--- src/rtl/header_frame_rx_if.sv ---
// Receive-side bundle for header_frame_rx: UART byte stream in, validated header out.
interface header_frame_rx_if #(
  parameter int unsigned HEADER_BYTES = 80
);
  localparam int unsigned HDR_W = 8 * HEADER_BYTES;

  logic             rx_valid;
  logic [7:0]       rx_data;
  logic             rx_error;
  logic [HDR_W-1:0] header;
  logic             header_valid;
  logic             header_ready;

  // Framer side: consumes the byte stream, publishes the header.
  modport slave (
    input  rx_valid,
    input  rx_data,
    input  rx_error,
    input  header_ready,
    output header,
    output header_valid
  );

  // Environment side: drives the byte stream, takes the header.
  modport master (
    output rx_valid,
    output rx_data,
    output rx_error,
    output header_ready,
    input  header,
    input  header_valid
  );
endinterface

--- src/rtl/header_frame_rx.sv ---
// Recovers SYNC + payload + XOR-checksum framed headers from a UART byte stream
// and publishes only fully validated headers through a valid/ready handshake.
module header_frame_rx #(
  parameter int unsigned HEADER_BYTES   = 80,
  parameter logic [7:0]  SYNC_BYTE      = 8'hAA,
  parameter int unsigned TIMEOUT_CYCLES = 500000
) (
  input  logic                clk,
  input  logic                rst_n,
  header_frame_rx_if.slave    bus,
  output logic                busy_o,
  output logic                frame_ok_o,
  output logic                frame_err_o,
  output logic                overrun_o,
  output logic [7:0]          err_count_o
);

  localparam int unsigned HDR_W    = 8 * HEADER_BYTES;
  localparam int unsigned IDX_W    = 7;
  localparam int unsigned GAP_W    = $clog2(TIMEOUT_CYCLES + 1);
  localparam int unsigned OFF_W    = $clog2(HDR_W);
  localparam int unsigned LAST_IDX = HEADER_BYTES - 1;

  typedef enum logic [1:0] {
    S_IDLE,
    S_PAYLOAD,
    S_CHECK
  } state_e;

  state_e             state_q, state_d;
  logic [IDX_W-1:0]   idx_q, idx_d;
  logic [7:0]         csum_q, csum_d;
  logic [GAP_W-1:0]   gap_q, gap_d;
  logic [HDR_W-1:0]   shadow_q, shadow_d;
  logic [HDR_W-1:0]   header_q, header_d;
  logic               hv_q, hv_d;
  logic               busy_q, busy_d;
  logic               frame_ok_q, frame_ok_d;
  logic               frame_err_q, frame_err_d;
  logic               overrun_q, overrun_d;
  logic [7:0]         err_cnt_q, err_cnt_d;

  logic               commit;
  logic               reject;
  logic               timeout;
  logic [OFF_W-1:0]   wr_off;

  // State register.
  always_ff @(posedge clk or negedge rst_n) begin
    if (!rst_n) state_q <= S_IDLE;
    else        state_q <= state_d;
  end

  // Next-state, datapath and output decisions.
  always_comb begin
    state_d     = state_q;
    idx_d       = idx_q;
    csum_d      = csum_q;
    gap_d       = gap_q;
    shadow_d    = shadow_q;
    header_d    = header_q;
    hv_d        = hv_q & ~bus.header_ready;
    frame_ok_d  = 1'b0;
    frame_err_d = 1'b0;
    overrun_d   = 1'b0;
    err_cnt_d   = err_cnt_q;
    commit      = 1'b0;
    reject      = 1'b0;
    timeout     = (gap_q == GAP_W'(TIMEOUT_CYCLES));
    wr_off      = OFF_W'((LAST_IDX - 32'(idx_q)) * 32'd8);

    case (state_q)
      S_IDLE: begin
        if (bus.rx_valid && (bus.rx_data == SYNC_BYTE)) begin
          state_d = S_PAYLOAD;
          idx_d   = '0;
          csum_d  = '0;
          gap_d   = '0;
        end
      end
      S_PAYLOAD: begin
        if (bus.rx_error) begin
          reject = 1'b1;
        end else if (bus.rx_valid) begin
          shadow_d[wr_off +: 8] = bus.rx_data;
          csum_d = csum_q ^ bus.rx_data;
          gap_d  = '0;
          idx_d  = idx_q + IDX_W'(1);
          if (idx_q == IDX_W'(LAST_IDX)) state_d = S_CHECK;
        end else if (timeout) begin
          reject = 1'b1;
        end else begin
          gap_d = gap_q + GAP_W'(1);
        end
      end
      S_CHECK: begin
        if (bus.rx_error) begin
          reject = 1'b1;
        end else if (bus.rx_valid) begin
          gap_d = '0;
          if (bus.rx_data == csum_q) commit = 1'b1;
          else                       reject = 1'b1;
        end else if (timeout) begin
          reject = 1'b1;
        end else begin
          gap_d = gap_q + GAP_W'(1);
        end
      end
      default: state_d = S_IDLE;
    endcase

    // A commit wins over a same-cycle handshake; only an untaken header counts as overrun.
    if (commit) begin
      header_d   = shadow_q;
      hv_d       = 1'b1;
      frame_ok_d = 1'b1;
      overrun_d  = hv_q & ~bus.header_ready;
      state_d    = S_IDLE;
    end

    if (reject) begin
      frame_err_d = 1'b1;
      if (err_cnt_q != 8'hFF) err_cnt_d = err_cnt_q + 8'd1;
      state_d = S_IDLE;
    end

    busy_d = (state_d != S_IDLE);
  end

  // Datapath and registered outputs.
  always_ff @(posedge clk or negedge rst_n) begin
    if (!rst_n) begin
      idx_q       <= '0;
      csum_q      <= '0;
      gap_q       <= '0;
      shadow_q    <= '0;
      header_q    <= '0;
      hv_q        <= 1'b0;
      busy_q      <= 1'b0;
      frame_ok_q  <= 1'b0;
      frame_err_q <= 1'b0;
      overrun_q   <= 1'b0;
      err_cnt_q   <= '0;
    end else begin
      idx_q       <= idx_d;
      csum_q      <= csum_d;
      gap_q       <= gap_d;
      shadow_q    <= shadow_d;
      header_q    <= header_d;
      hv_q        <= hv_d;
      busy_q      <= busy_d;
      frame_ok_q  <= frame_ok_d;
      frame_err_q <= frame_err_d;
      overrun_q   <= overrun_d;
      err_cnt_q   <= err_cnt_d;
    end
  end

  assign bus.header       = header_q;
  assign bus.header_valid = hv_q;
  assign busy_o           = busy_q;
  assign frame_ok_o       = frame_ok_q;
  assign frame_err_o      = frame_err_q;
  assign overrun_o        = overrun_q;
  assign err_count_o      = err_cnt_q;

endmodule

--- src/flat_wrapper.sv ---
// flat-port wrapper written by rule: the top's interface ports become plain ports
module header_frame_rx_flat 
#(
  parameter int unsigned HEADER_BYTES   = 80,
  parameter logic [7:0]  SYNC_BYTE      = 8'hAA,
  parameter int unsigned TIMEOUT_CYCLES = 500000
)
  (clk, rst_n, busy_o, frame_ok_o, frame_err_o, overrun_o, err_count_o, bus_rx_valid, bus_rx_data, bus_rx_error, bus_header_ready, bus_header, bus_header_valid);
  header_frame_rx_if #(.HEADER_BYTES(HEADER_BYTES)) bus_i ();
  input  logic clk;
  input  logic rst_n;
  output logic busy_o;
  output logic frame_ok_o;
  output logic frame_err_o;
  output logic overrun_o;
  output logic [7:0] err_count_o;
  input wire logic [$bits(bus_i.rx_valid)-1:0] bus_rx_valid;
  input wire logic [$bits(bus_i.rx_data)-1:0] bus_rx_data;
  input wire logic [$bits(bus_i.rx_error)-1:0] bus_rx_error;
  input wire logic [$bits(bus_i.header_ready)-1:0] bus_header_ready;
  output wire logic [$bits(bus_i.header)-1:0] bus_header;
  output wire logic [$bits(bus_i.header_valid)-1:0] bus_header_valid;
  assign bus_i.rx_valid = bus_rx_valid;
  assign bus_i.rx_data = bus_rx_data;
  assign bus_i.rx_error = bus_rx_error;
  assign bus_i.header_ready = bus_header_ready;
  assign bus_header = bus_i.header;
  assign bus_header_valid = bus_i.header_valid;
  header_frame_rx #(.HEADER_BYTES(HEADER_BYTES), .SYNC_BYTE(SYNC_BYTE), .TIMEOUT_CYCLES(TIMEOUT_CYCLES)) u_core (.clk(clk), .rst_n(rst_n), .bus(bus_i), .busy_o(busy_o), .frame_ok_o(frame_ok_o), .frame_err_o(frame_err_o), .overrun_o(overrun_o), .err_count_o(err_count_o));
endmodule
--- config.mk ---
export PLATFORM = sky130hd
export DESIGN_NAME = header_frame_rx_flat
export DESIGN_NICKNAME = d
export VERILOG_FILES = /design/src/rtl/header_frame_rx_if.sv /design/src/rtl/header_frame_rx.sv /design/src/flat_wrapper.sv
export SDC_FILE = /design/constraint.sdc
export NUM_CORES = 2
export LEC_CHECK = 0
export ABC_AREA = 0
export BUFFER_PORTS_ARGS = -buffer_cell sky130_fd_sc_hd__buf_4
export CORE_MARGIN = 2
export CORE_UTILIZATION = 35
export CTS_CLUSTER_SIZE = 10
export DETAILED_ROUTE_END_ITERATION = 12
export PLACE_DENSITY_LB_ADDON = 0.15
export SLEW_MARGIN = 20
export SYNTH_ARGS = -nofsm -noshare
export SYNTH_HDL_FRONTEND = slang
export SYNTH_SLANG_ARGS = --single-unit
--- constraint.sdc ---
create_clock -name clk -period 8.5 [get_ports clk]
set_input_delay 1.275 -clock clk [delete_from_list [all_inputs] [get_ports clk]]
set_output_delay 1.275 -clock clk [all_outputs]
set_load 0.01 [all_outputs]
==> flow_summary.ini <==
[pwr]
seq_power_share_pct = 49.5
pwr-share-clk_pct = 47.9
power_frac_comb_pct = 2.6
switchingPower_mw = 2.90
vdd_drop_max_mv = 0.144
p_int_mw = 9.96
p_sw_share_pct = 22.5
p_leak_nw = 32.3
power.density_mw_per_mm2 = 203

[layout]
layout.cells.non_filler = 6387
drive_gt1_share_pct = 44.4
final_nets = 4425
synthToLayoutAreaGrowth_pct = 22.6
layout_commonest_cell = dfrtp_1
finalInstanceArea_mm2 = 0.0634
layout_common_cells = 1329 x dfrtp_1, 1040 x mux2_2, 704 x buf_4

[global_routing]
grt_pass1_wl_um = 240000
grt_overflow = 0
grt_max_degree = 171
grt_antenna_before_repair = 10
grt_usage_pct = 22.0
grt_pass1_vias = 32700

[placed_design]
pre_cts_ws_ps = 3970
io_buffers = 665
dp_hpwl_um = 118000
placed_cells = 6168
placement.cell_area_mm2 = 0.0588
gp_congestion = 0.797

[timing]
report.final.slew_viol_count = 0
max_freq_mhz = 226
setup_tns_ps = 0
min_period_ps = 4430
relSlewSlack_pct = 24.5
tightest_slew_ps = 1130
timing.final.ws_setup_ps = 4070
grt_setup_unrepaired = false
setup_viol = 0
period_share_pct = 52.2
finClkSkew_ps = 23.0
finalHoldViolCount = 0

[clock_network]
cts_buffer_depth = 3
hold_buffers = 0
cts_tree = done
cts_resized = 0
clkTransAtPathRegs_ps = 60
root_buffer = clkbuf_16
cts_htree_levels = 4
cts_made_buffers = 157
cts.sinks = 1329
cts_setup_buffers = 0
insertion_delay_ps = 780

[critical_path]
worstPathMaxFanout = 21
required_ps = 9160
end_kind = flip-flop
arrival_ps = 5090
critPathKind = reg2reg
startpoint_type = flip-flop

[logic_synthesis]
yosysWarnings = 0
synth_top_cell_by_area = dfrtp_1
synth_nets = 3738
synthArstFlopShare_pct = 100
ys_top_cells_by_area = dfrtp_1 64%, mux2_2 23%, nand2_1 3.0%
yosysTopAreaCellShare_pct = 64.3
synth_edf_count = 0
yosys.cell_types.count = 59
syn_area_mm2 = 0.0517
avgSynthCellArea_um2 = 13.9
synth_flop_cell = dfrtp_1
ys_seq_area_share_pct = 64.3
ys_ff_latch = 1329
synth_cells = 3710

[min_path]
hold_path.class = in2async

[detailed_routing]
drt_first_pass_iters = 5
num_vias = 32000
via_per_inst = 5.01
drt-initial-drc-count = 2272
postRouteAntennaNets = 0
routedWlPerCell_um = 26.2
post-route-drc-count = 0
wirelength_um = 167000

[die]
pin_count = 666
fp.coreArea_mm2 = 0.147
die_w_um = 388
start_util_pct = 35.1
fp-row-count = 141
dieArea_mm2 = 0.151
dieHeight_um = 388

[run_status]
status = complete, no violations

[job]
maxCapViolations = 0
==> state kept, by name (all words and copies together) (netlist names) <==
| register | count |
|---|---|
| u_core.frame_ok_o | 1 |
| u_core.overrun_o | 1 |
| u_core.busy_o | 1 |
| u_core.bus.header_valid | 1 |
| u_core.err_count_o | 8 |
| u_core.bus.header | 640 |
| u_core.state_q | 2 |
| u_core.frame_err_o | 1 |
| u_core.shadow_q | 640 |
| u_core.csum_q | 8 |
| u_core.gap_q | 19 |
| u_core.idx_q | 7 |
==> path summary, 6_finish.rpt <==
kind | endpoint | depth (start not counted) | slack, ps | from
worst min-delay path | u_core.bus.header[434] | 1 | 430 | rst_n
worst max register to register | u_core.shadow_q[487] | 8 | 4070 | u_core.idx_q[0]
worst max-delay path | u_core.shadow_q[487] | 8 | 4070 | u_core.idx_q[0]
max in group asynchronous | u_core.bus.header[537] | 3 | 5940 | rst_n
min in group clk | u_core.shadow_q[415] | 2 | 470 | u_core.shadow_q[415]
worst min register to register | u_core.shadow_q[415] | 2 | 470 | u_core.shadow_q[415]
==> through the flow <==
step / total power [mW] / util [%] / hold WS (ps)
floorplan: 6.57 / - / 438
finish: 12.9 / 43.1 / 430
global route: 13.3 / 43.1 / 437
detailed placement: 6.83 / 40.0 / 460
global placement: 6.83 / 40.0 / 455
CTS: 13.1 / 43.1 / 454
==> synthesized netlist by cell type, types with 5 or more instances <==
cell type,n
o21ai_0,182
clkbuf_1,94
o31ai_1,80
a21oi_1,13
nor3_1,11
nor2_1,133
a21o_1,10
or3_1,5
ha_1,15
inv_1,31
and3_1,29
nand2b_1,8
nand2_1,407
dfrtp_1,1329
buf_1,7
nand2_2,11
nor2b_1,15
xnor2_1,23
nand4_1,15
nor2_2,7
xor2_1,10
buf_2,83
nand3_1,55
and2_1,42
a31oi_1,5
mux2_2,1040
==> logic make-up (layout without fill, tap and decap cells) <==
kind of cell / Yosys count / after routing / share of synthesized area [%]
adder cells (fa/ha/maj): 15 / 15 / 0.363
multiplexers: 1042 / 1042 / 22.7
buffers and inverters: 217 / 961 / 1.78
AO/OA/AOI/OAI: 310 / 310 / 3.62
flip-flops: 1329 / 1329 / 64.3
XOR/XNOR: 35 / 35 / 0.622
AND/OR/NAND/NOR: 762 / 762 / 6.59
other: 0 / 3 / 0
==> worst max-delay path: stages (launching register included) <==
cell,delay [ps]
dfrtp_1,860
ha_1,550
nand4_1,290
xnor2_2,310
nor3_2,180
buf_4,210
nor2b_1,750
nand2_1,670
mux2_2,460
==> power by group through the flow <==
stage | clock (mW) | combinational [mW] | sequential (mW)
3_5_place_dp | 0 | 0.349 | 6.48
4_1_cts | 6.34 | 0.349 | 6.37
2_1_floorplan | 0 | 0.0886 | 6.48
6_report | 6.16 | 0.334 | 6.37
3_3_place_gp | 0 | 0.348 | 6.48
5_1_grt | 6.60 | 0.374 | 6.37
==> final cells by class <==
type / count / area (µm²)
repair buffers: 713 / 5470
well taps: 1930 / 2410
flip-flops and latches: 1329 / 33300
fillers: 13800 / 83800
clock buffers: 201 / 4250
diodes: 3 / 7.51
clock inverters: 15 / 287
inverters: 32 / 120
multi-input cells: 2164 / 17600
==> layer usage <==
metal / GRT usage, % / routed length, µm / vias up
met4: 6.13 / 3780 / 2
met2: 36.1 / 81300 / 758
met3: 4.86 / 8850 / 213
li1: - / - / 14200
met1: 29.1 / 73100 / 16800
met5: 0 / 13 / -
(Power assumes the default switching activity.)
